File: config.mk
export PLATFORM = sky130hd
export DESIGN_NAME = program_loader
export DESIGN_NICKNAME = d
export VERILOG_FILES = /design/src/rtl/program_loader_pkg.sv /design/src/rtl/program_loader_byte_assembler.sv /design/src/rtl/program_loader.sv
export SDC_FILE = /design/constraint.sdc
export NUM_CORES = 1
export LEC_CHECK = 0
export BUFFER_PORTS_ARGS = -buffer_cell sky130_fd_sc_hd__buf_4
export CORE_MARGIN = 2
export CORE_UTILIZATION = 54
export DETAILED_ROUTE_END_ITERATION = 7
export PLACE_DENSITY = 0.85
export SLEW_MARGIN = 25
export SYNTH_ARGS = -nofsm -noshare
export SYNTH_HDL_FRONTEND = slang
export SYNTH_HIERARCHICAL = 1
export SYNTH_SLANG_ARGS = --single-unit
File: constraint.sdc
create_clock -name clk -period 4.2 [get_ports clk]
set_input_delay 0.21 -clock clk [delete_from_list [all_inputs] [get_ports clk]]
set_output_delay 0.21 -clock clk [all_outputs]
set_load 0.02 [all_outputs]
File: src/rtl/program_loader_pkg.sv
// Shared loader types and default instruction-memory geometry.
// Optional feature macro used by the loader: LOADER_CHECKSUM_EN.
package program_loader_pkg;

  localparam int DEF_MEM_SIZE  = 128;
  localparam int DEF_WORD_SIZE = 32;

  typedef enum logic [1:0] {
    IDLE  = 2'd0,
    LOAD  = 2'd1,
    WRITE = 2'd2,
    DONE  = 2'd3
  } loader_state_t;

endpackage

File: src/rtl/program_loader_byte_assembler.sv
// Packs an 8-bit stream little-endian into one instruction word.
// Unfilled upper bytes stay zero because the word clears on clr.
module program_loader_byte_assembler
  import program_loader_pkg::*;
#(
  parameter int WORD_SIZE = DEF_WORD_SIZE
) (
  input  logic                 clk,
  input  logic                 rst,
  input  logic                 clr,
  input  logic                 en,
  input  logic [7:0]           byte_in,
  output logic [WORD_SIZE-1:0] word,
  output logic                 last_byte
);

  localparam int NB = WORD_SIZE / 8;
  localparam int IW = (NB > 1) ? $clog2(NB) : 1;

  logic [IW-1:0] idx;

  assign last_byte = (idx == IW'(NB - 1));

  always_ff @(posedge clk) begin
    if (rst || clr) begin
      word <= '0;
      idx  <= '0;
    end else if (en) begin
      for (int k = 0; k < NB; k++) begin
        if (idx == IW'(k)) word[8*k +: 8] <= byte_in;
      end
      idx <= last_byte ? '0 : idx + IW'(1);
    end
  end

endmodule

File: src/rtl/program_loader.sv
// Streams a byte image into instruction memory, holding the core in reset.
// Define LOADER_CHECKSUM_EN to accumulate a word checksum on chk.
module program_loader
  import program_loader_pkg::*;
#(
  parameter int MEM_SIZE  = DEF_MEM_SIZE,
  parameter int WORD_SIZE = DEF_WORD_SIZE
) (
  input  logic                       clk,
  input  logic                       rst,
  input  logic                       start,
  input  logic                       s_valid,
  input  logic [7:0]                 s_data,
  input  logic                       s_last,
  output logic                       s_ready,
  output logic                       mem_wr,
  output logic [$clog2(MEM_SIZE)-1:0] mem_addr,
  output logic [WORD_SIZE-1:0]       mem_data,
  output logic                       core_rst,
  output logic                       done,
  output logic                       ovf,
  output logic [$clog2(MEM_SIZE):0]  word_count,
  output logic [WORD_SIZE-1:0]       chk
);

  localparam int AW = $clog2(MEM_SIZE);
  localparam logic [AW-1:0] LAST_ADDR = AW'(MEM_SIZE - 1);

  loader_state_t state;
  logic          last_seen;
  logic          go;
  logic          take;
  logic          asm_last;
  logic          at_end;

  assign go     = start && (state == IDLE || state == DONE);
  assign take   = s_valid && (state == LOAD);
  assign at_end = (mem_addr == LAST_ADDR);

  assign s_ready  = (state == LOAD);
  assign mem_wr   = (state == WRITE);
  assign done     = (state == DONE);
  assign core_rst = (state != DONE);

  // Clearing on every WRITE readies the next word and drops stale bytes.
  program_loader_byte_assembler #(
    .WORD_SIZE (WORD_SIZE)
  ) u_asm (
    .clk       (clk),
    .rst       (rst),
    .clr       (go || (state == WRITE)),
    .en        (take),
    .byte_in   (s_data),
    .word      (mem_data),
    .last_byte (asm_last)
  );

  always_ff @(posedge clk) begin
    if (rst) begin
      state      <= IDLE;
      mem_addr   <= '0;
      word_count <= '0;
      ovf        <= 1'b0;
      last_seen  <= 1'b0;
    end else begin
      case (state)
        IDLE, DONE: begin
          if (start) begin
            state      <= LOAD;
            mem_addr   <= '0;
            word_count <= '0;
            ovf        <= 1'b0;
            last_seen  <= 1'b0;
          end
        end
        LOAD: begin
          if (take && (asm_last || s_last)) begin
            state     <= WRITE;
            last_seen <= s_last;
          end
        end
        WRITE: begin
          word_count <= word_count + (AW+1)'(1);
          if (last_seen || at_end) begin
            state <= DONE;
            ovf   <= !last_seen;
          end else begin
            state    <= LOAD;
            mem_addr <= mem_addr + AW'(1);
          end
        end
        default: state <= IDLE;
      endcase
    end
  end

`ifdef LOADER_CHECKSUM_EN
  logic [WORD_SIZE-1:0] sum;

  always_ff @(posedge clk) begin
    if (rst || go) begin
      sum <= '0;
    end else if (state == WRITE) begin
      sum <= sum + mem_data;
    end
  end

  assign chk = sum;
`else
  assign chk = '0;
`endif

endmodule

==> metrics <==
status complete, no violations; gr ovfl total 0; Post-CTS Setup Bufs 0; Die Ht 75.80 um; Max Transition Viols Final 0; predominant post-synthesis flop cell dfxtp_1; Post-synth ARST share 0%; Vias 2276; number of synthesized flops with an enable pin 0; post-route setup slack 1.994 ns; startpoint types flop; commonest non-fill, non-tap cells in the layout buf_4, dfxtp_1, a21oi_1; WP data arrival 2.43 ns; htree depth 2; worst rel slew slack 39.84%; wire length per cell 13.29 um; Pre-antenna DRT Iters 4; post-synthesis sequential area ratio 38.11%; area of all sequential standard cells 1061 um2; Clock Sinks 53; die width 75.80 um; initial antenna violation count 0; Initial DRC Count 110; worst slew pin tran 0.8774 ns; Initial Utilization 55.21%; hold buffer count at cts 0; Max-Cap Viols 0; fill count 457; multi-input logic area 1450 um2; HP Class input pin to flop; share of cells above drive strength 1 30.22%; number of global-route vias before repair 1922; Root Buffer clkbuf_8; hold slack 0.1723 ns; dpl cells 426; RSZ-0062 raised after global routing no; Tot GR Track Use 20.13%; Clock Tree Buf Depth 2; Seq cells post-synth 53; Synth top area share 38.11%; Post-Route Setup TNS 0 ns; Period minus WS final 2.206 ns; Layout area overhead 15.69%; num rows 26; Pwr Density 303.9 nW/um2; pre-CTS setup slack 2.025 ns; dpl hpwl 4151 um; peak supply drop 0.0001939 V; Die Area 5746 um2; Crit. End Element flop; Cells after Synth 317; largest net degree at the start of global routing 68; CTS clk-pin slew, worst paths 0.09 ns; port buffer count 64; Final Skew 0.005884 ns; Design Area, Final 3221 um2; Final setup viols 0; DRC viols 0; Num CTS Buffers 5; final cell count without fillers 434; CTS tree yes; first-pass GRT wire length 8949 um; gpl congestion 0.8995; core area 5042 um2; # nets final 386; Final Cycle Share 52.53%; commonest non-fill, non-tap cell in the layout buf_4; Mapped Area 2784 um2; required time of the critical path 4.42 ns; post-cts resize count 0; number of routed nets with antenna violations 0; area leader, netlist dfxtp_1; Cell variety after synth 45; Worst-Skew Late Latency 0.30 ns; Via density 5.244; crit-path max FO 12; Final Hold Fails 0; Ports 97; Fmax 453.2 MHz; Detailed Route WL 5769 um; Synth area leaders dfxtp_1, a21bo_2, buf_4; yosys warns 6; CP Class flop to flop; Placement Cell Area 3108 um2; Mean Syn Cell Area 8.782 um2; Leak 1.335 nW; n_diodes 0
-- sequential cells by signal, summed over array words and instances, names as in the netlist --
signal / flops
u_asm/word: 32
word_count: 8
mem_addr: 7
state: 2
u_asm/idx: 2
last_seen: 1
ovf: 1
-- final cells by class --
type                            count  share of cell area (%)
Sequential cell                    53                   32.94
Multi-Input combinational cell    231                   45.03
Clock inverter                      2                   1.204
Timing Repair Buffer               64                   14.92
Tap cell                           70                   2.720
Inverter                            8                  0.9324
Clock buffer                        6                   2.253
-- logic make-up (layout without fill, tap and decap cells) --
group | after synthesis | after routing | share of synthesized area, %
multiplexers | 3 | 3 | 1.124
adder cells (fa/ha/maj) | 10 | 10 | 4.494
buffers and inverters | 64 | 80 | 14.07
AND/OR/NAND/NOR | 88 | 88 | 16.54
other | 1 | 32 | 0.1347
XOR/XNOR | 5 | 5 | 1.573
flip-flops | 53 | 53 | 38.11
AO/OA/AOI/OAI | 93 | 93 | 23.96
-- synthesized netlist by cell type (2+ instances only) --
cell type / n
a21oi_1: 45
nor3_1: 3
clkbuf_1: 9
nand4_1: 4
ha_1: 10
nand2_1: 9
buf_6: 2
nand3_1: 41
xnor2_1: 2
dfxtp_1: 53
mux2i_1: 2
xor2_1: 3
a21bo_2: 32
o21ai_0: 3
buf_4: 32
or4_1: 2
nor2_1: 13
nand3b_1: 2
inv_1: 8
buf_2: 13
o211ai_1: 3
nand2b_1: 3
-- metal layers --
layer	up-vias	track usage [%]	wire length (um)
met5	-	0	0
met4	0	5.263	9
met2	75	31.90	2858
met3	2	5.688	455
li1	1134	-	-
met1	1065	26.97	2446
-- critical path, cell delays in order, from the launching register on --
cell and delay, ns:
dfxtp_1 0.37, inv_1 0.07, ha_1 0.40, mux2i_1 0.77, o21bai_1 0.33, a21oi_1 0.20
-- stage by stage --
step	power [mW]	utilization, %
floorplan	0.6428	-
global placement	0.6461	61.64
detailed placement	0.6477	61.64
CTS	0.9851	63.85
global route	1.017	63.87
finish	0.9786	63.87
-- report_power, final --
part           total, mW  switching, mW  internal [mW]
logic              0.126         0.0930         0.0329
clock network      0.341          0.162          0.179
registers          0.511        0.00394          0.507
-- final timing paths --
kind,start,to,slack [ns],depth (start not counted)
worst max-delay path,state[0]$_SDFFE_PP0P_,word_count[3]$_SDFFE_PP0P_,1.99,5
worst min-delay path,rst,ovf$_SDFFE_PP0P_,0.17,2
worst max register to register,state[0]$_SDFFE_PP0P_,word_count[3]$_SDFFE_PP0P_,1.99,5
worst min register to register,mem_addr[1]$_SDFFE_PP0P_,mem_addr[1]$_SDFFE_PP0P_,0.50,2
(Power assumes the default switching activity.)
